<file path="src/rtl/eaglesong_bit_matrix_step.sv">
// Sequential GF(2) bit-matrix mixing stage of the Eaglesong round: one matrix bit per cycle.
// Optional abort input is enabled by defining EAGLESONG_BM_ABORT_EN.
module eaglesong_bit_matrix_step (
    input  logic         clk,
    input  logic         reset_n,
    input  logic         start,
    input  logic [511:0] state_in,
`ifdef EAGLESONG_BM_ABORT_EN
    input  logic         abort,
`endif
    input  logic         requested_bit,
    output logic         busy,
    output logic         done,
    output logic [511:0] state_out,
    output logic [7:0]   bit_index_to_request
);

    localparam logic [0:0] IDLE = 1'b0;
    localparam logic [0:0] RUN  = 1'b1;

    logic [0:0]   state;
    logic [511:0] latched;
    logic [511:0] acc;
    logic [511:0] acc_next;
    logic [31:0]  source_word;
    logic [3:0]   word_j;
    logic [3:0]   word_k;
    logic         abort_req;

`ifdef EAGLESONG_BM_ABORT_EN
    assign abort_req = abort;
`else
    assign abort_req = 1'b0;
`endif

    // The requested index doubles as the loop counter: high nibble picks the source word, low nibble the target word.
    assign word_k = bit_index_to_request[7:4];
    assign word_j = bit_index_to_request[3:0];
    assign busy   = (state == RUN);

    always_comb begin
        source_word = '0;
        for (int w = 0; w < 16; w++) begin
            if (word_k == w[3:0]) begin
                source_word = latched[32*w +: 32];
            end
        end
    end

    always_comb begin
        acc_next = acc;
        for (int w = 0; w < 16; w++) begin
            if (requested_bit && (word_j == w[3:0])) begin
                acc_next[32*w +: 32] = acc[32*w +: 32] ^ source_word;
            end
        end
    end

    always_ff @(posedge clk or negedge reset_n) begin
        if (!reset_n) begin
            state                <= IDLE;
            latched              <= '0;
            acc                  <= '0;
            state_out            <= '0;
            done                 <= 1'b0;
            bit_index_to_request <= '0;
        end else begin
            done <= 1'b0;
            case (state)
                IDLE: begin
                    if (start) begin
                        latched              <= state_in;
                        acc                  <= '0;
                        bit_index_to_request <= '0;
                        state                <= RUN;
                    end
                end
                RUN: begin
                    if (abort_req) begin
                        bit_index_to_request <= '0;
                        state                <= IDLE;
                    end else begin
                        acc                  <= acc_next;
                        bit_index_to_request <= bit_index_to_request + 8'd1;
                        // The last index folds its own term straight into the published result.
                        if (bit_index_to_request == 8'd255) begin
                            state_out <= acc_next;
                            done      <= 1'b1;
                            state     <= IDLE;
                        end
                    end
                end
                default: state <= IDLE;
            endcase
        end
    end

endmodule

</file>
<file path="config.mk">
export PLATFORM = sky130hd
export DESIGN_NAME = eaglesong_bit_matrix_step
export DESIGN_NICKNAME = d
export VERILOG_FILES = /design/src/rtl/eaglesong_bit_matrix_step.sv
export SDC_FILE = /design/constraint.sdc
export NUM_CORES = 2
export LEC_CHECK = 0
export BUFFER_PORTS_ARGS = -buffer_cell sky130_fd_sc_hd__buf_2
export CAP_MARGIN = 30
export CORE_AREA = 3 3 403 405
export CTS_BUF_LIST = sky130_fd_sc_hd__clkbuf_4 sky130_fd_sc_hd__clkbuf_8
export CTS_CLUSTER_DIAMETER = 120
export DETAILED_ROUTE_END_ITERATION = 8
export DIE_AREA = 0 0 406 408
export GPL_TIMING_DRIVEN = 1
export PLACE_DENSITY = 0.78
export SYNTH_ARGS = -nofsm -noshare
export SYNTH_HDL_FRONTEND = slang
export SYNTH_SLANG_ARGS = --single-unit
</file>
<file path="constraint.sdc">
create_clock -name clk -period 3.4 [get_ports clk]
set_input_delay 0.68 -clock clk [delete_from_list [all_inputs] [get_ports clk]]
set_output_delay 0.68 -clock clk [all_outputs]
set_load 0.1 [all_outputs]
</file>
After elaboration in Yosys (flattened, before gate mapping):

Index checks and enable logic that the tools add are counted.

* register bits after elaboration: 1546

* add/subtract/negate cells: 1
* reductions and logical operators: 20
* bitwise operators: 17
* mux-type cells: 41
* equal/unequal tests: 32

Operators with widths (number)
* 2-to-1 mux 32 bit: 32
* one-hot mux 512 bit (2 select lines): 1
* 2-to-1 mux 512 bit: 1
* bitwise XOR 32 bit: 16
* equality test 4 bit (second input constant): 16
* equality test 4 x 3 -> 1 bit (second input constant): 8
* equality test 4 x 2 -> 1 bit (second input constant): 4
* logical AND 1 bit: 16
* one-hot mux 8 bit (2 select lines): 1
* adder 8 x 1 -> 8 bit (second input constant): 1
* equality test 4 x 1 -> 1 bit (second input constant): 2
* equality test 8 bit (second input constant): 1
* logical NOT 4 bit: 2
* 2-to-1 mux 8 bit: 1
* 2-to-1 mux 1 bit: 4
* AND reduction 2 bit: 2
* != test 2 bit (second input constant): 1
* one-hot mux 1 bit (2 select lines): 1
* inverter 1 bit: 1

Depth between registers and ports, before layout:

* depth in word-level cells: 20
* depth in mapped cells: 13
* depth with buffers taken out: 8

Worst setup path after synthesis:

OpenSTA, ideal clock, no wires.

* path kind: reg-to-reg
* from: register bit_index_to_request[0]
* to: register state_out[407]
* arrival time: 3.058 ns
* period minus slack after synthesis: 3.199 ns
* library setup time: 0.141 ns
* data required time: 3.259 ns
* stages on the path, launching flop included: 10
* setup slack: 0.201 ns
* cells stage by stage: dfrtp_1 > ha_1 > nand4_1 > or3_1 > buf_2 > clkbuf_1 > clkinv_1 > clkbuf_1 > clkbuf_1 > a31oi_1

* cells in the longest elaborated chain, start to end: 3

RTL lines
* start, declared: RTL line 15 `output logic [7:0] bit_index_to_request`
* start signal, assigned: RTL line 84 `bit_index_to_request <= bit_index_to_request + 8'd1;`
* equality test 4 bit: RTL line 53 `if (requested_bit && (word_j == w[3:0])) begin`
* logical AND 1 bit: RTL line 53
* 2-to-1 mux 32 bit: RTL line 53
* end signal, assigned: RTL line 87 `state_out <= acc_next;`
* end, declared: RTL line 14 `output logic [511:0] state_out,`

Several ways; a longest one is shown, not always the timed one.
A chain may end at the register's enable or synchronous reset.

Worst setup path in the final report:

* from: register bit_index_to_request[5]
* to: register acc[82]

* cells in the longest elaborated chain, start to end: 20

RTL lines
* logical NOT 4 bit: RTL line 44 `if (word_k == w[3:0]) begin`
* 2-to-1 mux 32 bit (15 in series): RTL line 44
* 2-to-1 mux 32 bit *: RTL line 44
* bitwise XOR 32 bit *: RTL line 54 `acc_next[32*w +: 32] = acc[32*w +: 32] ^ source_word;`
* 2-to-1 mux 32 bit *: RTL line 53
* one-hot mux 512 bit (2 select lines) *: RTL line 69 `case (state)`
* end signal, assigned: RTL line 83 `acc <= acc_next;`
* end, declared: RTL line 23 `logic [511:0] acc;`

Mark *: on every way between the ends. The rest lies on a longest branch, timed or not.

==> flow_metrics.tcl <==
set metrics [dict create \
    outcome "complete, but fails checks" \
    failed_checks "setup timing" \
    core_um2 158700 \
    fp.dieW_um 406 \
    critPathKind "register to register" \
    met3_usage_pct 10.25 \
    yosys_warnings 0 \
    dpl.hpwl_um 213000 \
    arrival_ps 4320 \
    p_clk_share_pct 25.8 \
    grtUsageMet2_pct 56.15 \
    swShare_pct 41.63 \
    fin_crit_sh_pct 100.1 \
    synth.distinct_cells 87 \
    peakVddDrop_uv 534.1 \
    synth_ff_type "dfrtp_1" \
    grt_pass1_wl_um 470300 \
    grt_usage_pct 38.03 \
    finalPower_mw 71.54 \
    cp-start-kind "register" \
    setup_tns_ps -2.268 \
    rsz0062_at_grt "false" \
    fp.dieH_um 408 \
    multiInputGateArea_um2 31680 \
    cts_tree "built" \
    clk_latency_ps 1040 \
    path_clk_slew_ps 60 \
    synth-edff-count 0 \
    layout-drive-gt1-share_pct 20.39 \
    maxCapViolations 0 \
    root_buffer "clkbuf_8" \
    slew_headroom_pct 32.65 \
    design.portCount 1038 \
    wl_um 322500 \
    async_reset_ff_share_pct 100.0 \
    layoutNonFillerInstCount 11960 \
    clock-sinks 1546 \
    synth_area_leaders "dfrtp_1 (53%), nand2_1 (15%), o211ai_1 (3.5%)" \
    ys_ff_latch 1546 \
    n_fill_cell 13110 \
    avgSynthCellArea_um2 8.868 \
    met1_usage_pct 47.25 \
    min_period_ps 3402 \
    final_nets 10200 \
    power_frac_seq_pct 35.2 \
    setup_violations 1 \
    areaGrowthSynthToFinish_pct 26.85 \
    initial_core_util_pct 46.09 \
    power_switching_mw 29.78 \
    yosys.area.top_type "dfrtp_1" \
    fmax_ghz 0.2939 \
    synthMostInstantiatedCell "nand2_1" \
    final-hold-violation-count 0 \
    die_area_um2 165600 \
    drt.antenna.violating_nets 0 \
    p_leak_nw 45.00 \
    finalMaxSlewViolations 0 \
    dp_cells 10950 \
    dr.first_iter.drc_count 10040 \
    num_rows 146 \
    cts_buffers 280 \
    path_max_fanout 26 \
    synth_cells 8250 \
    drtPass1Iterations 6 \
    cellPowerDensity_nw_per_um2 770.8 \
    netlist_area_um2 73160 \
    drc 0 \
    min-delay-path-class "primary input to register" \
    fin_skew_ps 106.5 \
    synthTopCellsByCount "nand2_1 (3013), dfrtp_1 (1546), clkbuf_1 (533)" \
    pwr-share-comb_pct 39.0 \
    synth-seq-area-share_pct 52.88 \
    htree_levels 5 \
    internal_power_mw 41.76 \
    regArea_um2 38710 \
    antenna_found_initial 37 \
    tightest_slew_ps 1006 \
    grt_max_degree 157 \
    worst_slack_ps -2.268 \
    gp_congestion 1.005 \
    crit_required_ps 4310 \
    synth_top_cell_area_share_pct 52.88 \
    grt_pass1_vias 71610 \
    vias_per_cell 6.167 \
    io_buffers 1037 \
    routedWlPerCell_um 26.96 \
    overflow 0 \
    synth_nets 8770 \
    num_vias 73760 \
    clk_path_buf_depth 4 \
    busiest_layer "met2" \
    crit_path_end_kind "register" \
]
final timing paths:
check,from,end,slack [ps],cells past startpoint
setup / recovery,bit_index_to_request[5],acc[82],-2,9
hold / removal,state_in[304],latched[304],110,3
setup reg to reg,bit_index_to_request[5],acc[82],-2,9
hold reg to reg,state_out[155],state_out[155],460,2
max in group asynchronous,reset_n,latched[185],2030,4
min in group asynchronous,reset_n,latched[374],180,2
routing by layer:
| metal | up-vias | share of wire [%] | wire length (um) |
|---|---|---|---|
| li1 | 31340 | - | - |
| met1 | 35830 | 36 | 116000 |
| met2 | 5241 | 43 | 139600 |
| met3 | 1335 | 11 | 36040 |
| met4 | 16 | 9.5 | 30740 |
| met5 | - | 0.031 | 100 |
cells by family (layout without fill, tap and decap cells):
logic type | after synthesis | count (layout) | synth area share [%]
AO/OA/AOI/OAI | 1659 | 1659 | 15.29
XOR/XNOR | 96 | 96 | 1.149
adder cells (fa/ha/maj) | 4 | 4 | 0.06841
buffers and inverters | 737 | 2342 | 4.351
flip-flops | 1546 | 1546 | 52.88
multiplexers | 194 | 194 | 3.085
other | 0 | 33 | 0
AND/OR/NAND/NOR | 4014 | 4014 | 23.18
registers in the layout, summed over array words and instances, names as in the netlist:
| register | count |
|---|---|
| latched | 512 |
| acc | 512 |
| busy | 1 |
| bit_index_to_request | 8 |
| state_out | 512 |
| done | 1 |
cell usage in the layout (no fill, tap or decap), types with 198 or more instances in the layout:
cell type         n
a21oi_1         198
buf_2          1036
buf_4           218
clkbuf_8        343
dfrtp_1        1540
dlygate4sd3_1   511
nand2_1        3005
nand3_1         259
nor2_1          206
o211ai_1        337
o21ai_0         386
o31ai_1         212
per-stage QoR:
step	hold slack [ps]	setup slack [ps]	utilization (%)	cell area, um2
after floorplan	384.4	200.9	-	73160
after global placement	445.1	-1368	51.48	81720
after detailed placement	450.9	-368.1	51.51	81770
after CTS	7.823	3.016	58.35	92620
after global routing	53.02	8.748	58.45	92780
final	107.8	-2.268	58.46	92810
critical path: stages, from the launching register on:
cell,delay [ps]
dfrtp_4,610
buf_4,420
mux4_2,380
nand2_1,90
o21ai_0,190
a2111oi_1,620
or2_2,230
buf_12,250
mux2_2,380
o211ai_1,100
repair_timing:
| action | 4_1_cts | 5_1_grt |
|---|---|---|
| pin swaps | 0 | 1 |
| endpoints found under the hold margin | 619 | 0 |
| setup buffers | 0 | 2 |
| gates resized for setup | 17 | 9 |
| cloned | 0 | 1 |
| hold buffers | 511 | 0 |
| setup endpoints to repair | 111 | 71 |
final cells by class:
type | count | area share, %
tap | 2072 | 2.793
timing repair buffer | 1868 | 15.08
antenna | 33 | 0.08898
sequential | 1546 | 41.71
inverter | 17 | 0.08763
multi-input combinational | 5967 | 34.13
clock inverter | 43 | 0.4530
clock buffer | 414 | 5.661
power by group through the flow:
stage	sequential, mW	clock, mW	combinational, mW
3_5_place_dp	25.3	0	26.4
5_1_grt	25.6	19.3	29.1
4_1_cts	25.0	18.5	27.0
3_3_place_gp	25.1	0	25.8
6_report	25.2	18.5	27.9
2_1_floorplan	26.2	0	13.3
Note: power is estimated with default switching activity, not from simulation.
